File: src/rtl/rebnet_bin_pkg.sv
// Shared types and width helpers for the residual binarizer scheduler.
package rebnet_bin_pkg;

    typedef enum logic [1:0] {
        IDLE  = 2'd0,
        LEVEL = 2'd1,
        OUT   = 2'd2
    } state_t;

    // Index width for an n-entry table; never narrower than one bit.
    function automatic int idx_width(input int n);
        int w;
        w = $clog2(n);
        return (w < 1) ? 1 : w;
    endfunction

endpackage

File: src/rtl/rr_arbiter.sv
// N-way round-robin arbiter: first requester at or after ptr, wrapping.
module rr_arbiter
    import rebnet_bin_pkg::*;
#(
    parameter int N = 4,
    localparam int W = idx_width(N)
) (
    input  logic [N-1:0] req,
    input  logic [W-1:0] ptr,
    output logic [N-1:0] grant,
    output logic [W-1:0] idx,
    output logic         any
);

    function automatic int wrap_idx(input int base, input int k);
        return (base + k) % N;
    endfunction

    always_comb begin
        grant = '0;
        idx   = '0;
        any   = 1'b0;
        for (int k = 0; k < N; k++) begin
            if (!any && req[wrap_idx(int'(ptr), k)]) begin
                any = 1'b1;
                grant[wrap_idx(int'(ptr), k)] = 1'b1;
                idx = W'(wrap_idx(int'(ptr), k));
            end
        end
    end

endmodule

File: src/rtl/binarize_scheduler.sv
// Shares one multi-level residual binarizer among N_LANES popcount lanes,
// arbitrated round-robin, with a per-level gamma register file.
module binarize_scheduler
    import rebnet_bin_pkg::*;
#(
    parameter int N_LANES              = 4,
    parameter int Twidth               = 24,
    parameter int binary_output_levels = 2,
    localparam int LANE_W = idx_width(N_LANES),
    localparam int LVL_W  = idx_width(binary_output_levels)
) (
    input  logic                              clk,
    input  logic                              rst,
    input  logic [N_LANES-1:0]                in_valid,
    output logic [N_LANES-1:0]                in_ready,
    input  logic [N_LANES*Twidth-1:0]         in_pixel,
    input  logic                              gamma_we,
    input  logic [LVL_W-1:0]                  gamma_addr,
    input  logic [Twidth-1:0]                 gamma_data,
    output logic                              cfg_busy,
    output logic                              out_valid,
    input  logic                              out_ready,
    output logic [binary_output_levels-1:0]   out_bits,
    output logic [LANE_W-1:0]                 out_lane,
    output logic [Twidth-1:0]                 out_residual
);

    localparam int M = binary_output_levels;

    // Handshakes: a transfer happens on a rising edge where valid and ready
    // are both high; in_ready is only offered to a lane already raising
    // in_valid, and out_* hold steady from out_valid until out_ready.

    state_t              state, state_nx;
    logic [LANE_W-1:0]   rr_ptr, lane_q, grant_idx;
    logic [N_LANES-1:0]  grant;
    logic                grant_any;
    logic [LVL_W-1:0]    lvl_q;
    logic [Twidth-1:0]   r_q;
    logic [M-1:0]        bits_q;
    logic [Twidth-1:0]   gamma_q [M];

    logic                accept, level_last, sign_bit, gamma_wr;
    logic [Twidth-1:0]   gamma_sel, r_sub, r_add, pixel_sel;

    rr_arbiter #(.N(N_LANES)) u_arb (
        .req   (in_valid),
        .ptr   (rr_ptr),
        .grant (grant),
        .idx   (grant_idx),
        .any   (grant_any)
    );

    assign in_ready     = (state == IDLE) ? grant : '0;
    assign accept       = (state == IDLE) && grant_any;
    assign cfg_busy     = (state != IDLE);
    assign out_valid    = (state == OUT);
    assign out_bits     = bits_q;
    assign out_lane     = lane_q;
    assign out_residual = r_q;

    assign pixel_sel  = in_pixel[grant_idx*Twidth +: Twidth];
    assign level_last = (lvl_q == LVL_W'(M - 1));
    assign gamma_sel  = gamma_q[lvl_q];
    // Zero counts as non-negative, so the emitted bit is the inverted MSB.
    assign sign_bit   = ~r_q[Twidth-1];
    assign r_sub      = r_q - gamma_sel;
    assign r_add      = r_q + gamma_sel;
    assign gamma_wr   = gamma_we && (state == IDLE) && (int'(gamma_addr) < M);

    always_comb begin
        state_nx = state;
        case (state)
            IDLE:    if (grant_any) state_nx = LEVEL;
            LEVEL:   if (level_last) state_nx = OUT;
            OUT:     if (out_ready) state_nx = IDLE;
            default: state_nx = IDLE;
        endcase
    end

    always_ff @(posedge clk) begin
        if (!rst) begin
            for (int i = 0; i < M; i++) gamma_q[i] <= '0;
        end else if (gamma_wr) begin
            gamma_q[gamma_addr] <= gamma_data;
        end
    end

    always_ff @(posedge clk) begin
        if (!rst) begin
            state  <= IDLE;
            rr_ptr <= '0;
            lane_q <= '0;
            lvl_q  <= '0;
            r_q    <= '0;
            bits_q <= '0;
        end else begin
            state <= state_nx;
            if (accept) begin
                r_q    <= pixel_sel;
                lane_q <= grant_idx;
                lvl_q  <= '0;
                rr_ptr <= (int'(grant_idx) == N_LANES - 1) ? '0
                                                           : grant_idx + LANE_W'(1);
            end else if (state == LEVEL) begin
                bits_q[lvl_q] <= sign_bit;
                r_q           <= sign_bit ? r_sub : r_add;
                lvl_q         <= level_last ? '0 : lvl_q + LVL_W'(1);
            end
        end
    end

endmodule

File: config.mk
export PLATFORM = sky130hd
export DESIGN_NAME = binarize_scheduler
export DESIGN_NICKNAME = d
export VERILOG_FILES = /design/src/rtl/rebnet_bin_pkg.sv /design/src/rtl/rr_arbiter.sv /design/src/rtl/binarize_scheduler.sv
export SDC_FILE = /design/constraint.sdc
export NUM_CORES = 1
export LEC_CHECK = 0
export ABC_AREA = 1
export CAP_MARGIN = 20
export CORE_MARGIN = 2
export CORE_UTILIZATION = 40
export CTS_CLUSTER_DIAMETER = 60
export DETAILED_ROUTE_END_ITERATION = 10
export GPL_TIMING_DRIVEN = 0
export PLACE_DENSITY = 0.69
export SLEW_MARGIN = 25
export SYNTH_ARGS = -nofsm -noshare
export SYNTH_HDL_FRONTEND = slang
export SYNTH_SLANG_ARGS = --single-unit
File: constraint.sdc
create_clock -name clk -period 2.9 [get_ports clk]
set_input_delay 0.58 -clock clk [delete_from_list [all_inputs] [get_ports clk]]
set_output_delay 0.58 -clock clk [all_outputs]
set_load 0.02 [all_outputs]
==> impl_summary.md <==
Run status
The run finished, with violations left. The checks that failed: setup timing.

Critical path
The worst setup path is launched from a register. The slowest stage of the critical path is the dfxtp_4 cell. Along the worst path, the maximum fanout reaches 5. The data arrival time of the worst path is 3.70 ns. The worst setup path is of the reg2reg kind. The endpoint class of the critical path is a register. Traced cell by cell, the critical path runs through inv_6 > or2_0 > o21ai_2 > buf_4 > nand2_4 > nor2_4 > nand2_4 > nor2_4 > a21oi_1 > xor2_1 > ha_1 > a21oi_2 > o21a_1 > nor2_2 > a211oi_2 > nand3_1 > nand3_1 > nand3_1 > nand2_1 > inv_1. The endpoint identified for the worst register-to-register timing path is out_residual[22]$_SDFFE_PN0P_. On the worst path, the slowest cell contributes a delay of 0.41 ns. The internal reg-to-reg setup slack is -0.56 ns. The worst register-to-register path has a depth of 20. At the worst endpoint, the required time is 3.14 ns. The cell type with the highest occurrence count on the critical path is nand3_1.

Synth
The flip-flop cell with the highest count after synthesis is edfxtp_1. Synthesis produced a netlist with a net count of 1172. The flop and latch count out of synthesis is 82. The Yosys step of the flow raised 0 warnings. After synthesis, the share of flip-flops with an asynchronous set or reset is 0%. The fraction of the yosys area taken by sequential cells is 31.6%.

The average cell area after synthesis is 6.69 um2. The number of library cell types mapped by synthesis is 47. The number of enable flip-flop cells after synthesis is 48. The post-synthesis instance area is 6720 um2. The gate count of the mapped netlist is 1004.

Detailed routing
The top metal layer carrying routed signals is met4. The detailed-router iteration count before antenna repair is 5. The residual antenna-violating net count after detailed routing is 0. The starting DRC count in detailed routing is 480. The post-detailed-route wirelength per cell is 17.1 um. The met2 wire length is 12000 um. Detailed routing inserted a total of 7585 vias.

After detailed routing, the total wire length is 24800 um. The ratio of routed vias to standard cells is 5.22. The number of design rule violations left after detail routing is 0. The routed design uses 2120 um of met3 wire. The met1 wire length is 9890 um.

STA
The final max-slew violation count was 0. The slew at the pin closest to its max-slew limit is 0.635 ns. The number of hold violations in the final report is 0.

Counting I/O delays and the setup requirement, the final critical path takes 3.46 ns. Setup repair after global routing could not meet its margin everywhere. The final total negative setup slack is -4.69 ns.

In the finished design, the share of the clock period the worst path needs comes to 119%. The worst pin sits at a relative slew slack of 57.7%. The final worst clock skew is 0.00855 ns. Static timing analysis puts the maximum clock frequency at 0.289 GHz. The final worst setup slack is -0.557 ns. Setup violations remaining at the end of the flow were counted as 12.

Pwr
The largest voltage drop on the vdd net is 0.000607 V. The power per standard cell area is 1370 nW/um2. The analysis attributes to cell leakage a power of 4.57 nW.

Placed design
The final weighted congestion in routability-driven placement is 0.960. The count of placed standard cells including taps is 1386. The number of port buffers is 162. The post-detailed-placement half-perimeter wirelength is 17300 um.

Clock tree
The clock tree synthesis step divided the H-tree into 3 levels. For the worst-skew pair, the clock arrives at the later sink with an insertion delay of 0.34 ns. CTS placed an instance of clkbuf_16 at the clock tree root. The maximum clock path buffer count is 2. After clock tree synthesis, the clock-pin slew on the worst setup and hold paths is 0.06 ns. TritonCTS built the clock tree. The hold-fix buffer count after cts is 0. The clock net in this run drives a total of 82 sinks. Clock tree synthesis inserted a total of 9 buffers.

Worst hold path
The class of the most critical hold timing path is reg2reg. In this run the most critical hold path is launched from level_last$_SDFFE_PP0P_. The destination of the worst hold path is level_last$_SDFFE_PP0P_. The worst hold path stage count is 2.

Floorplanning
The area of the die is 17900 um2. The row count is 47. For this configuration, the core starts out at a cell density of 40.7%. The height of the die is 134 um.

The area inside the core boundary is 16500 um2. The width of the die is 134 um. For this design the top-level I/O count stands at 163.

Global route
The maximum number of pins on one net before global-route repair is 25. The number of global-route vias before repair was 6911. The first global-routing pass estimated 35400 um of wire. Global routing used 25.0% of the available tracks. The initial antenna violation count is 0. The final global-route overflow total is 0.

Layout
The number of nets in the finished design is 1396. The count of non-filler cells in the finished layout is 1453. The area growth from synthesis to layout is 51.4%.

The post-route netlist has 21.8% of its cells at a drive strength greater than 1. The number of antenna diodes in the final layout is 0.

Run
The max-capacitance violation count is 0.
==> how the worst max path moves through the flow <==
stage / slack, ns / from / endpoint
after detailed placement: -0.78 / rst / gamma_q[0][19]$_SDFFCE_PN0P_
final: -0.56 / register / out_residual[22]$_SDFFE_PN0P_
after global routing: -0.76 / register / out_residual[22]$_SDFFE_PN0P_
after CTS: -0.38 / register / out_residual[23]$_SDFFE_PN0P_
after global placement: -0.73 / register / out_residual[20]$_SDFFE_PN0P_
after floorplan: -0.05 / register / out_residual[20]$_SDFFE_PN0P_
==> power breakdown <==
| group | switching [W] | leakage, nW | internal [W] | total (W) |
|---|---|---|---|---|
| registers | 0.000287 | 0.784 | 0.00152 | 0.00180 |
| logic | 0.00666 | 3.65 | 0.00436 | 0.0110 |
| clock network | 0.000474 | 0.133 | 0.000665 | 0.00114 |
| total | 0.00742 | 4.57 | 0.00654 | 0.0140 |
==> sequential cells by signal, indices dropped and copies added (netlist names), named ones only <==
name          count
level_last        1
rr_ptr            1
out_residual     24
state             2
gamma_q          48
out_bits          2
out_lane          2
==> timing repair <==
item                       CTS  global route
buffers inserted            17            35
gates resized for setup     99           148
hold endpoints to repair     0             0
setup endpoints to repair   76            74
gates cloned                 2             0
pin swaps                   37            74
==> per-stage QoR <==
stage | instance area, um2 | total power, W | hold WS (ns) | utilization, % | setup slack [ns]
floorplan | 6780 | 0.00744 | 0.441 | - | -0.0486
detailed placement | 8680 | 0.00988 | 0.460 | 52.5 | -0.784
global route | 10200 | 0.0149 | 0.501 | 61.6 | -0.755
global placement | 8680 | 0.00979 | 0.453 | 52.5 | -0.733
finish | 10200 | 0.0140 | 0.471 | 61.6 | -0.557
CTS | 9360 | 0.0118 | 0.469 | 56.6 | -0.385
==> layout make-up <==
| cell class | count | area [um2] |
|---|---|---|
| buffer | 40 | 206 |
| clock buffer | 11 | 233 |
| clock inverter | 5 | 55.1 |
| fill | 1414 | 6350 |
| inverter | 118 | 459 |
| multi-input combinational | 763 | 4790 |
| sequential | 82 | 2130 |
| tap | 220 | 275 |
| timing repair buffer | 213 | 2020 |
| timing repair inverter | 1 | 3.75 |
==> per-layer routing <==
| layer | vias to the layer above | GRT usage (%) |
|---|---|---|
| li1 | 3744 | - |
| met1 | 3436 | 30.6 |
| met2 | 343 | 44.7 |
| met3 | 62 | 5.06 |
| met4 | 0 | 6.62 |
| met5 | - | 0 |
==> Yosys cell counts (17+ instances only) <==
cell type	count	area, um2
nand3_1	132	661
edfxtp_1	48	1440
buf_2	17	85.1
ha_1	38	475
clkbuf_1	20	75.1
dfxtp_1	34	681
o21ai_0	64	320
xor2_1	21	184
nor2_1	106	398
a21oi_1	58	290
nand2_1	254	953
inv_1	112	420
==> worst max-delay path, delay by kind of cell (launching register included) <==
family          cells  cell delay (ns)
compound gates      5             0.88
xor+xnor            1             0.35
fa+ha+maj           1             0.33
buf+inv             3             0.28
flops               1             0.41
simple gates       10             1.12
==> cell families (layout without fill, tap and decap cells) <==
kind of cell	Yosys count	count (layout)	synth area share [%]
adder cells (fa/ha/maj)	39	39	7.37
AND/OR/NAND/NOR	537	537	34.6
AO/OA/AOI/OAI	153	153	12.3
buffers and inverters	159	388	9.64
flip-flops	82	82	31.6
XOR/XNOR	34	34	4.43
==> cells in the final DEF (no fill, tap or decap), types with 24 or more instances in the layout <==
master / count
nand2_1: 224
clkdlybuf4s50_1: 157
nand3_1: 127
inv_1: 105
nor2_1: 82
edfxtp_1: 48
buf_4: 45
a21oi_1: 34
o21ai_0: 31
dfxtp_1: 31
nand2_2: 24
No activity file was read; power rests on OpenSTA's default activity.
